$ cat config.mk
export PLATFORM = sky130hd
export DESIGN_NAME = instruction_fetch_unit
export DESIGN_NICKNAME = d
export VERILOG_FILES = /design/src/rtl/fetch_pkg.sv /design/src/rtl/fetch_pc_reg.sv /design/src/rtl/instruction_fetch_unit.sv
export SDC_FILE = /design/constraint.sdc
export NUM_CORES = 1
export LEC_CHECK = 0
export BUFFER_PORTS_ARGS = -buffer_cell sky130_fd_sc_hd__buf_2
export CORE_ASPECT_RATIO = 1.2
export CORE_MARGIN = 4
export CORE_UTILIZATION = 23
export DETAILED_ROUTE_END_ITERATION = 6
export PLACE_DENSITY = 0.52
export SYNTH_ARGS = -nofsm -noshare
export SYNTH_HDL_FRONTEND = slang
export SYNTH_SLANG_ARGS = --single-unit
export TNS_END_PERCENT = 1
$ cat constraint.sdc
create_clock -name clk -period 2.1 [get_ports clk]
set_input_delay 0.315 -clock clk [delete_from_list [all_inputs] [get_ports clk]]
set_output_delay 0.315 -clock clk [all_outputs]
set_load 0.1 [all_outputs]
$ cat src/rtl/fetch_pkg.sv
// ---------------------------------------------------------------------------
// fetch_pkg
//   Shared types and constants for the instruction fetch stage.
//   XLEN  : address / PC width
//   ILEN  : instruction word width
//   NOP   : canonical RISC-V NOP (addi x0, x0, 0)
//   fetch_state_e : BOOT / RUN / HALT state of the fetch FSM
// ---------------------------------------------------------------------------
package fetch_pkg;

  localparam int XLEN = 64;
  localparam int ILEN = 32;

  localparam logic [ILEN-1:0] NOP = 32'h0000_0013;

  typedef enum logic [1:0] {
    BOOT = 2'd0,
    RUN  = 2'd1,
    HALT = 2'd2
  } fetch_state_e;

endpackage

$ cat src/rtl/fetch_pc_reg.sv
// ---------------------------------------------------------------------------
// fetch_pc_reg
//   Program counter register and its next-PC selection.
//   Priority: reset > redirect > sequential step > hold.
//   Ports:
//     clk             in   rising-edge clock
//     reset           in   synchronous, active-low reset
//     redirect_en     in   load redirect_target this cycle
//     redirect_target in   new PC on redirect
//     step_en         in   advance PC by PC_STEP (wraps modulo 2^XLEN)
//     pc_q            out  current PC
// ---------------------------------------------------------------------------
module fetch_pc_reg
  import fetch_pkg::*;
#(
  parameter logic [XLEN-1:0] RESET_PC = '0,
  parameter int unsigned     PC_STEP  = 4
) (
  input  logic            clk,
  input  logic            reset,
  input  logic            redirect_en,
  input  logic [XLEN-1:0] redirect_target,
  input  logic            step_en,
  output logic [XLEN-1:0] pc_q
);

  localparam logic [XLEN-1:0] STEP = XLEN'(PC_STEP);

  always_ff @(posedge clk) begin
    if (!reset) begin
      pc_q <= RESET_PC;
    end else if (redirect_en) begin
      pc_q <= redirect_target;
    end else if (step_en) begin
      pc_q <= pc_q + STEP;
    end
  end

endmodule

$ cat src/rtl/instruction_fetch_unit.sv
// ---------------------------------------------------------------------------
// instruction_fetch_unit
//   IF stage: owns the PC (via fetch_pc_reg), drives the combinational
//   instruction memory address and captures the returned word into the IF/ID
//   register with a valid/ready handshake toward decode. Supports decode
//   back-pressure, branch/jump redirect and halt.
//   Optional feature macro: FETCH_MISALIGN_CHK_EN
//     When defined, a redirect whose target is not 4-byte aligned is refused:
//     the PC holds, the IF/ID register is emptied, misalign_fault is set
//     (sticky until reset) and the FSM enters HALT.
//   Ports:
//     clk, reset        clock, synchronous active-low reset
//     Inst_Address      fetch address (= current PC)
//     instruction       memory read data for Inst_Address, same cycle
//     id_ready          decode accepts if_instr this cycle
//     redirect_valid    branch/jump taken, redirect_target is the new PC
//     halt_req          stop fetching after the current cycle
//     if_valid/if_instr/if_pc   IF/ID register contents
//     halted            FSM is in HALT
//     misalign_fault    (macro only) refused misaligned redirect seen
// ---------------------------------------------------------------------------
module instruction_fetch_unit
  import fetch_pkg::*;
#(
  parameter logic [XLEN-1:0] RESET_PC  = 64'h0,
  parameter int unsigned     PC_STEP   = 4,
  parameter logic [ILEN-1:0] NOP_INSTR = NOP
) (
  input  logic            clk,
  input  logic            reset,
  output logic [XLEN-1:0] Inst_Address,
  input  logic [ILEN-1:0] instruction,
  input  logic            id_ready,
  input  logic            redirect_valid,
  input  logic [XLEN-1:0] redirect_target,
  input  logic            halt_req,
  output logic            if_valid,
  output logic [ILEN-1:0] if_instr,
  output logic [XLEN-1:0] if_pc,
`ifdef FETCH_MISALIGN_CHK_EN
  output logic            misalign_fault,
`endif
  output logic            halted
);

  fetch_state_e    state_q;
  logic [XLEN-1:0] pc_q;
  logic            redirect_hit;
  logic            redirect_take;
  logic            load;
  logic            step_en;

  // Redirects are ignored while booting; otherwise they win over everything.
  assign redirect_hit = redirect_valid && (state_q != BOOT);

`ifdef FETCH_MISALIGN_CHK_EN
  logic misalign_hit;
  assign misalign_hit  = redirect_hit && (redirect_target[1:0] != 2'b00);
  assign redirect_take = redirect_hit && !misalign_hit;
`else
  assign redirect_take = redirect_hit;
`endif

  // A new word is captured when running and the IF/ID slot is empty or being consumed.
  assign load    = (state_q == RUN) && (!if_valid || id_ready);
  // Any redirect attempt (taken or refused) suppresses the sequential step.
  assign step_en = load && !redirect_hit;

  assign Inst_Address = pc_q;

  fetch_pc_reg #(
    .RESET_PC (RESET_PC),
    .PC_STEP  (PC_STEP)
  ) u_pc_reg (
    .clk             (clk),
    .reset           (reset),
    .redirect_en     (redirect_take),
    .redirect_target (redirect_target),
    .step_en         (step_en),
    .pc_q            (pc_q)
  );

  // FSM and IF/ID register. Redirect flushes the slot and resumes RUN;
  // otherwise the slot loads, stalls, or drains when consumed without reload.
  always_ff @(posedge clk) begin
    if (!reset) begin
      state_q  <= BOOT;
      if_valid <= 1'b0;
      if_instr <= NOP_INSTR;
      if_pc    <= '0;
      halted   <= 1'b0;
`ifdef FETCH_MISALIGN_CHK_EN
      misalign_fault <= 1'b0;
`endif
    end else if (redirect_take) begin
      state_q  <= RUN;
      halted   <= 1'b0;
      if_valid <= 1'b0;
      if_instr <= NOP_INSTR;
`ifdef FETCH_MISALIGN_CHK_EN
    end else if (misalign_hit) begin
      state_q        <= HALT;
      halted         <= 1'b1;
      if_valid       <= 1'b0;
      if_instr       <= NOP_INSTR;
      misalign_fault <= 1'b1;
`endif
    end else begin
      case (state_q)
        BOOT: state_q <= RUN;
        RUN: begin
          if (halt_req) begin
            state_q <= HALT;
            halted  <= 1'b1;
          end
        end
        HALT:    state_q <= HALT;
        default: state_q <= BOOT;
      endcase

      if (load) begin
        if_valid <= 1'b1;
        if_instr <= instruction;
        if_pc    <= pc_q;
      end else if (if_valid && id_ready) begin
        if_valid <= 1'b0;
        if_instr <= NOP_INSTR;
      end
    end
  end

endmodule

==> impl_metrics.yaml, run 1 <==
detailed_routing:
  wl_met1_um: 11100
  wl_met3_um: 1520
  route.detailed.drc: 0
  vias: 7195
  drt-vias-per-instance: 4.62
  drt_iter0_drc: 457
  routed_wl_um: 26500
  dr_wl_met2_um: 13200
  wl_per_cell_um: 17.0
  top_layer: "met5"
  drt-pass1-iter-count: 5
  drtAntennaViolNets: 0
global_route:
  grt_overflow: 0
  grt_pass1_vias: 6987
  grt_usage_pct: 15.5
  grt_max_degree: 48
  antenna_found_initial: 9
  grt_pass1_wl_um: 40400
worst_setup_path:
  crit_chain: "nand4_1, nor3_1, buf_4, and4_2, nand4_1, xor2_1, a21oi_1"
  worst_setup_path_start_kind: "register"
  path_max_fanout: 7
  cp_data_arrival_time_ns: 2.34
  cp_slowest_stage_delay_ns: 0.40
  criticalPathCategory: "register to register"
  path_buf_inv: 1
  cp.required_ns: 2.46
  endpoint_kind: "register"
  slowest_stage: "dfxtp_2"
  crit_family: "simple AND/OR/NAND/NOR gates"
  crit_top_cell: "nand4_1"
cts:
  clkTransAtPathRegs_ns: 0.07
  insertion_delay_ns: 0.44
  cts_root_buf: "clkbuf_16"
  clock_path_buffers: 2
  htree_levels: 4
  cts_buffers: 17
  cts.sinks: 164
  hold_buffers: 0
  cts_tree: "yes"
cells_and_area:
  design_area_um2: 9810
  final_layout_size_suffix_gt1_share_pct: 37.3
  nNetsFinal: 1255
  final_common_cell: "buf_2"
  syn_to_final_growth_pct: 41.1
  final_cell_mix: "262 x buf_2, 182 x nand2_1, 116 x dfxtp_1, 112 x a21oi_1, 67 x nor2_1"
sta:
  fin_crit_sh_pct: 94.0
  fin_setup_tns_ns: 0
  relSlewSlack_pct: 58.7
  setup_viol_count_final: 0
  rsz0062_at_grt: "true"
  min_period_ns: 1.97
  worst_pin_slew_ns: 0.613
  max_freq_ghz: 0.506
  skew_ns: 0.0149
  final_hold_viol_count: 0
  drv_slew: 0
yosys:
  syn_area_um2: 6950
  postSynthAreaPerCell_um2: 8.08
  ys_seq_area_share_pct: 47.2
  synth_cell_types: 46
  ys_seq_elements: 164
  synth_nets: 964
  syn_inst: 860
  yosys_warnings: 0
place:
  hpwl_um: 19900
  numPortBuffers: 262
  placed_area_um2: 9180
  place.gp.congestion: 0.801
floorplan:
  start_util_pct: 23.4
  core_area_um2: 29700
  rows: 69
  die_w_um: 167
  die_h_um: 198
  io_pins: 263
  dieArea_um2: 33100
worst_hold_path:
  hold_path_class: "input port to register"
status:
  status: "complete, no violations"
power_and_ir_drop:
  p_leak_nw: 4.08
  p_per_area_nw_per_um2: 1440
  ir_drop_uv: 601
run:
  cap_violations: 0
layout make-up:
class	instances	area [um^2]
clock inverter	10	106
inverter	9	35.0
tap	390	488
timing repair buffer	329	1860
multi-input combinational	630	3470
antenna	7	17.5
fill	3232	19900
clock buffer	20	468
sequential	164	3360
through the flow:
stage | instances | hold WS, ns | total power [mW] | utilization, % | setup WS [ns]
2_1_floorplan | 860 | 0.451 | 9.39 | - | -0.217
3_3_place_gp | 1521 | 0.439 | 11.0 | 30.9 | 0.0445
3_5_place_dp | 1521 | 0.443 | 11.0 | 30.9 | -0.0328
4_1_cts | 1551 | 0.0883 | 14.2 | 32.9 | -0.000396
5_1_grt | 1558 | 0.102 | 14.7 | 33.0 | -0.0709
6_report | 1559 | 0.109 | 14.1 | 33.0 | 0.125
worst paths after layout:
check	startpoint	endpoint	slack [ns]	depth (start not counted)
max	u_pc_reg.pc_q[28]	u_pc_reg.pc_q[45]	0.13	7
min	redirect_target[1]	u_pc_reg.pc_q[1]	0.11	3
max reg2reg	u_pc_reg.pc_q[28]	u_pc_reg.pc_q[45]	0.13	7
min reg2reg	if_pc[16]	if_pc[16]	0.45	2
per-layer routing:
metal | global-route usage (%) | up-vias
met1 | 18.6 | 3361
met3 | 4.11 | 46
met2 | 26.7 | 217
li1 | - | 3565
met5 | 0 | -
met4 | 6.09 | 6
report_power, final:
group	internal, mW	total [mW]	switching (mW)
clock	1.83	3.15	1.33
combinational	1.33	6.80	5.46
sequential	3.69	4.15	0.465
timing repair:
item / 4_1_cts / 5_1_grt
resized for setup: 2 / 4
gates cloned: 0 / 0
setup endpoints to repair: 6 / 18
buffers inserted: 0 / 1
hold endpoints to repair: 0 / 0
pin swaps: 1 / 4
synthesized netlist by cell type (all sizes together):
cell type	count	share of area, %
a211oi	11	1.2
a21o	1	0.11
a21oi	112	8.1
a22oi	29	3.1
a2bb2oi	3	0.38
a311oi	1	0.13
a31oi	2	0.18
and3	3	0.27
and4	5	0.67
buf	14	0.77
clkbuf	43	2.3
clkinv	1	0.054
dfxtp	164	47
ha	3	0.54
inv	8	0.43
mux2	1	0.22
mux2i	2	0.29
nand2	183	9.9
nand2b	3	0.27
nand3	30	2.2
nand4	26	2.6
nand4bb	1	0.16
nor2	68	3.7
nor2b	2	0.18
nor3	20	1.7
nor4	11	1.8
o211ai	3	0.32
o21a	1	0.11
o21ai	43	3.1
o22ai	6	0.54
o2bb2a	1	0.14
o311ai	1	0.13
or2	2	0.18
or3	2	0.18
or4	2	0.22
xnor2	30	3.8
xor2	22	2.8
flip-flops by register name (all words and copies together), names as in the netlist:
name and flops:
if_pc 64, u_pc_reg.pc_q 64, if_instr 32, state_q 2, halted 1, if_valid 1
kinds of logic after synthesis:
| logic type | synth area share (%) |
|---|---|
| compound gates | 17.5 |
| xor+xnor | 6.55 |
| fa+ha+maj | 0.540 |
| buf+inv | 3.58 |
| flops | 47.2 |
| mux | 0.504 |
| simple gates | 24.1 |
worst reg2reg max path: stages, from the launching register on:
cell     delay, ns
dfxtp_2       0.40
nand4_1       0.26
nor3_1        0.25
buf_4         0.19
and4_2        0.37
nand4_1       0.14
xor2_1        0.16
a21oi_1       0.13
Power figures use the tool's default switching activity.
==> inputs of run 2 (changes only) <==
PLACE_DENSITY = 0.51   (was 0.52)
SYNTH_HIERARCHICAL = 1   (was unset)
==> run 2 against run 1 <==
The flow now finishes with violations (negative setup slack). Sequential share of layout area down 3.7 points. Critical path type unchanged. Synthesized cell count increased by 2.9%. Non-clock buffer count rose by 52. Clock-buffer cell count rose by 1. Area after synthesis is 9.9% higher. Largest power group unchanged.
==> impl_metrics.yaml, run 2 <==
status:
  status: "finished with violations"
  violations: "negative setup slack"
cells_and_area:
  nNetsFinal: 1327
  final_common_cell: "buf_2"
  final_cell_mix: "261 x buf_2, 166 x nand2_1, 133 x dfxtp_1, 111 x buf_4, 69 x mux2i_1"
  largestRegisters: "if_pc x64, u_pc_reg/pc_q x64, if_instr x32"
  syn_to_final_growth_pct: 42.9
  final_layout_size_suffix_gt1_share_pct: 38.7
worst_setup_path:
  path_max_fanout: 4
  r2r-end: "u_pc_reg/pc_q[60]"
  cp_data_arrival_time_ns: 2.82
  cp.required_ns: 2.47
  timing.rr.start: "state_q[1]"
  worst_setup_path_start_kind: "register"
  crit_start: "state_q[1]"
  criticalPathCategory: "register to register"
  endpoint_kind: "register"
  rrSetupSlack_ns: -0.34
  r2r_cells: 10
sta:
  max_freq_ghz: 0.409
  min_period_ns: 2.44
  fin_crit_sh_pct: 116
  setup_viol_count_final: 46
  drv_slew: 0
  worst_pin_slew_ns: 0.544
  relSlewSlack_pct: 63.7
  final_hold_viol_count: 0
  fin_setup_tns_ns: -3.94
  rsz0062_at_grt: "true"
  setup_slack_ns: -0.343
  skew_ns: 0.0106
  fin_hold_ws_ns: 0.141
power_and_ir_drop:
  p_leak_nw: 4.66
  ir_drop_uv: 824
  p_per_area_nw_per_um2: 1580
cts:
  insertion_delay_ns: 0.43
  cts.sinks: 164
  clkTransAtPathRegs_ns: 0.07
  cts_root_buf: "clkbuf_16"
  cts_tree: "yes"
  htree_levels: 4
  clock_path_buffers: 2
  cts_buffers: 17
  hold_buffers: 0
worst_hold_path:
  hold_path_end: "if_instr[3]"
  hold_path_class: "input port to register"
  hold_start: "instruction[3]"
  min_path_cells: 3
global_route:
  grt_usage_pct: 14.5
  grt_overflow: 0
  antenna_found_initial: 3
  grt_max_degree: 92
  grt_pass1_vias: 7577
  grt_pass1_wl_um: 42500
detailed_routing:
  routed_wl_um: 27100
  wl_per_cell_um: 16.1
  drt-vias-per-instance: 4.60
  route.detailed.drc: 0
  drt_iter0_drc: 399
  vias: 7736
  drtAntennaViolNets: 0
  drt-pass1-iter-count: 4
run:
  cap_violations: 0
yosys:
  synth_cell_types: 53
  synth.most_common_cell: "nand2_1"
  ys_seq_area_share_pct: 43.0
  syn_area_um2: 7640
  synthArstFlopShare_pct: 0
  ys_seq_elements: 164
  synth-main-ff-cell: "dfxtp_1"
  synth_top_cell_by_area: "dfxtp_1"
  synthTopCellsByCount: "167 x nand2_1, 164 x dfxtp_1, 69 x mux2i_1, 61 x o21ai_0, 46 x nor2_1"
  postSynthAreaPerCell_um2: 8.63
  synth_top_area_share_pct: 43.0
  synth_nets: 990
  synth_edf_count: 0
  ys_top_cells_by_area: "dfxtp_1 43%, mux2i_1 9.0%, nand2_1 8.2%"
  yosys_warnings: 6
  syn_inst: 885
floorplan:
  io_pins: 263
  die_h_um: 208
  start_util_pct: 23.5
  core_area_um2: 32500
  die_w_um: 174
  dieArea_um2: 36200
  rows: 72
place:
  numPortBuffers: 262
  hpwl_um: 20200
  place.gp.congestion: 0.779
==> run 2: cell count changes after synthesis, sizes merged, moves of 13 or more <==
cell,before,now
a21oi,112,20
a22oi,29,0
nand2,183,167
xnor2,30,15
o21ai,43,61
and2,0,13
or3,2,19
a31oi,2,24
a32oi,0,30
mux2i,2,70
nor2,68,46
==> run 2: worst max-delay path, stage by stage, from the launching register on <==
cell and delay [ns]:
dfxtp_2 0.32, inv_2 0.08, ha_4 0.15, nor2b_4 0.05
nor3_4 0.19, buf_12 0.14, nand2_4 0.04, or3_4 0.34
or4_4 0.52, or4b_1 0.48, nand3_1 0.08
==> run 2: repair_timing <==
item,CTS,global route
pin swaps,7,6
setup buffers,2,1
gates cloned,0,0
endpoints found under the setup margin,93,90
resized for setup,16,11
==> run 2: power by group <==
part	internal [mW]	total, mW	switching, mW
clock network	1.67	3.06	1.39
registers	3.87	4.33	0.457
logic	2.28	9.85	7.57
total	7.81	17.2	9.43
==> run 2: worst max-delay path by stage <==
stage	cells after the start	slack, ns	to
3_5_place_dp	10	-0.49	u_pc_reg/pc_q[61]
3_3_place_gp	9	-0.43	u_pc_reg/pc_q[3]
2_1_floorplan	9	-0.61	u_pc_reg/pc_q[63]
6_report	10	-0.34	u_pc_reg/pc_q[60]
5_1_grt	10	-0.42	u_pc_reg/pc_q[60]
4_1_cts	10	-0.34	u_pc_reg/pc_q[60]
==> run 2: cell families after synthesis <==
group	synth area share (%)
buffers and inverters	5.32
DFF	43.0
and+or+nand+nor	24.7
muxes	9.22
xor gates and xnor gates	3.55
AOI/OAI and AO/OA	13.6
adders and majority gates	0.655
==> run 2: per-layer routing <==
layer / global-route usage (%) / up-vias / part of all wire [%]
li1: - / 3845 / -
met1: 17.7 / 3654 / 43
met5: 0 / - / 0.052
met3: 3.70 / 30 / 5.7
met2: 24.9 / 203 / 49
met4: 4.83 / 4 / 1.9
==> run 2: final cells by class <==
cell class | count | area [um^2]
timing repair buffer | 381 | 2290
tap | 444 | 556
clock inverter | 11 | 96.3
multi-input combinational | 646 | 4110
clock buffer | 21 | 480
fill | 3446 | 21600
antenna | 2 | 5.00
inverter | 12 | 45.0
sequential | 164 | 3330
==> run 2: metrics by stage <==
step | instance area, um^2 | total power [mW] | utilization [%] | std cells | worst slack, ns
2_1_floorplan | 7720 | 12.2 | - | 885 | -0.610
3_3_place_gp | 10200 | 14.1 | 31.2 | 1644 | -0.429
3_5_place_dp | 10200 | 14.1 | 31.2 | 1644 | -0.488
4_1_cts | 10800 | 17.4 | 33.3 | 1678 | -0.337
5_1_grt | 10900 | 18.1 | 33.6 | 1680 | -0.419
6_report | 10900 | 17.2 | 33.6 | 1681 | -0.343
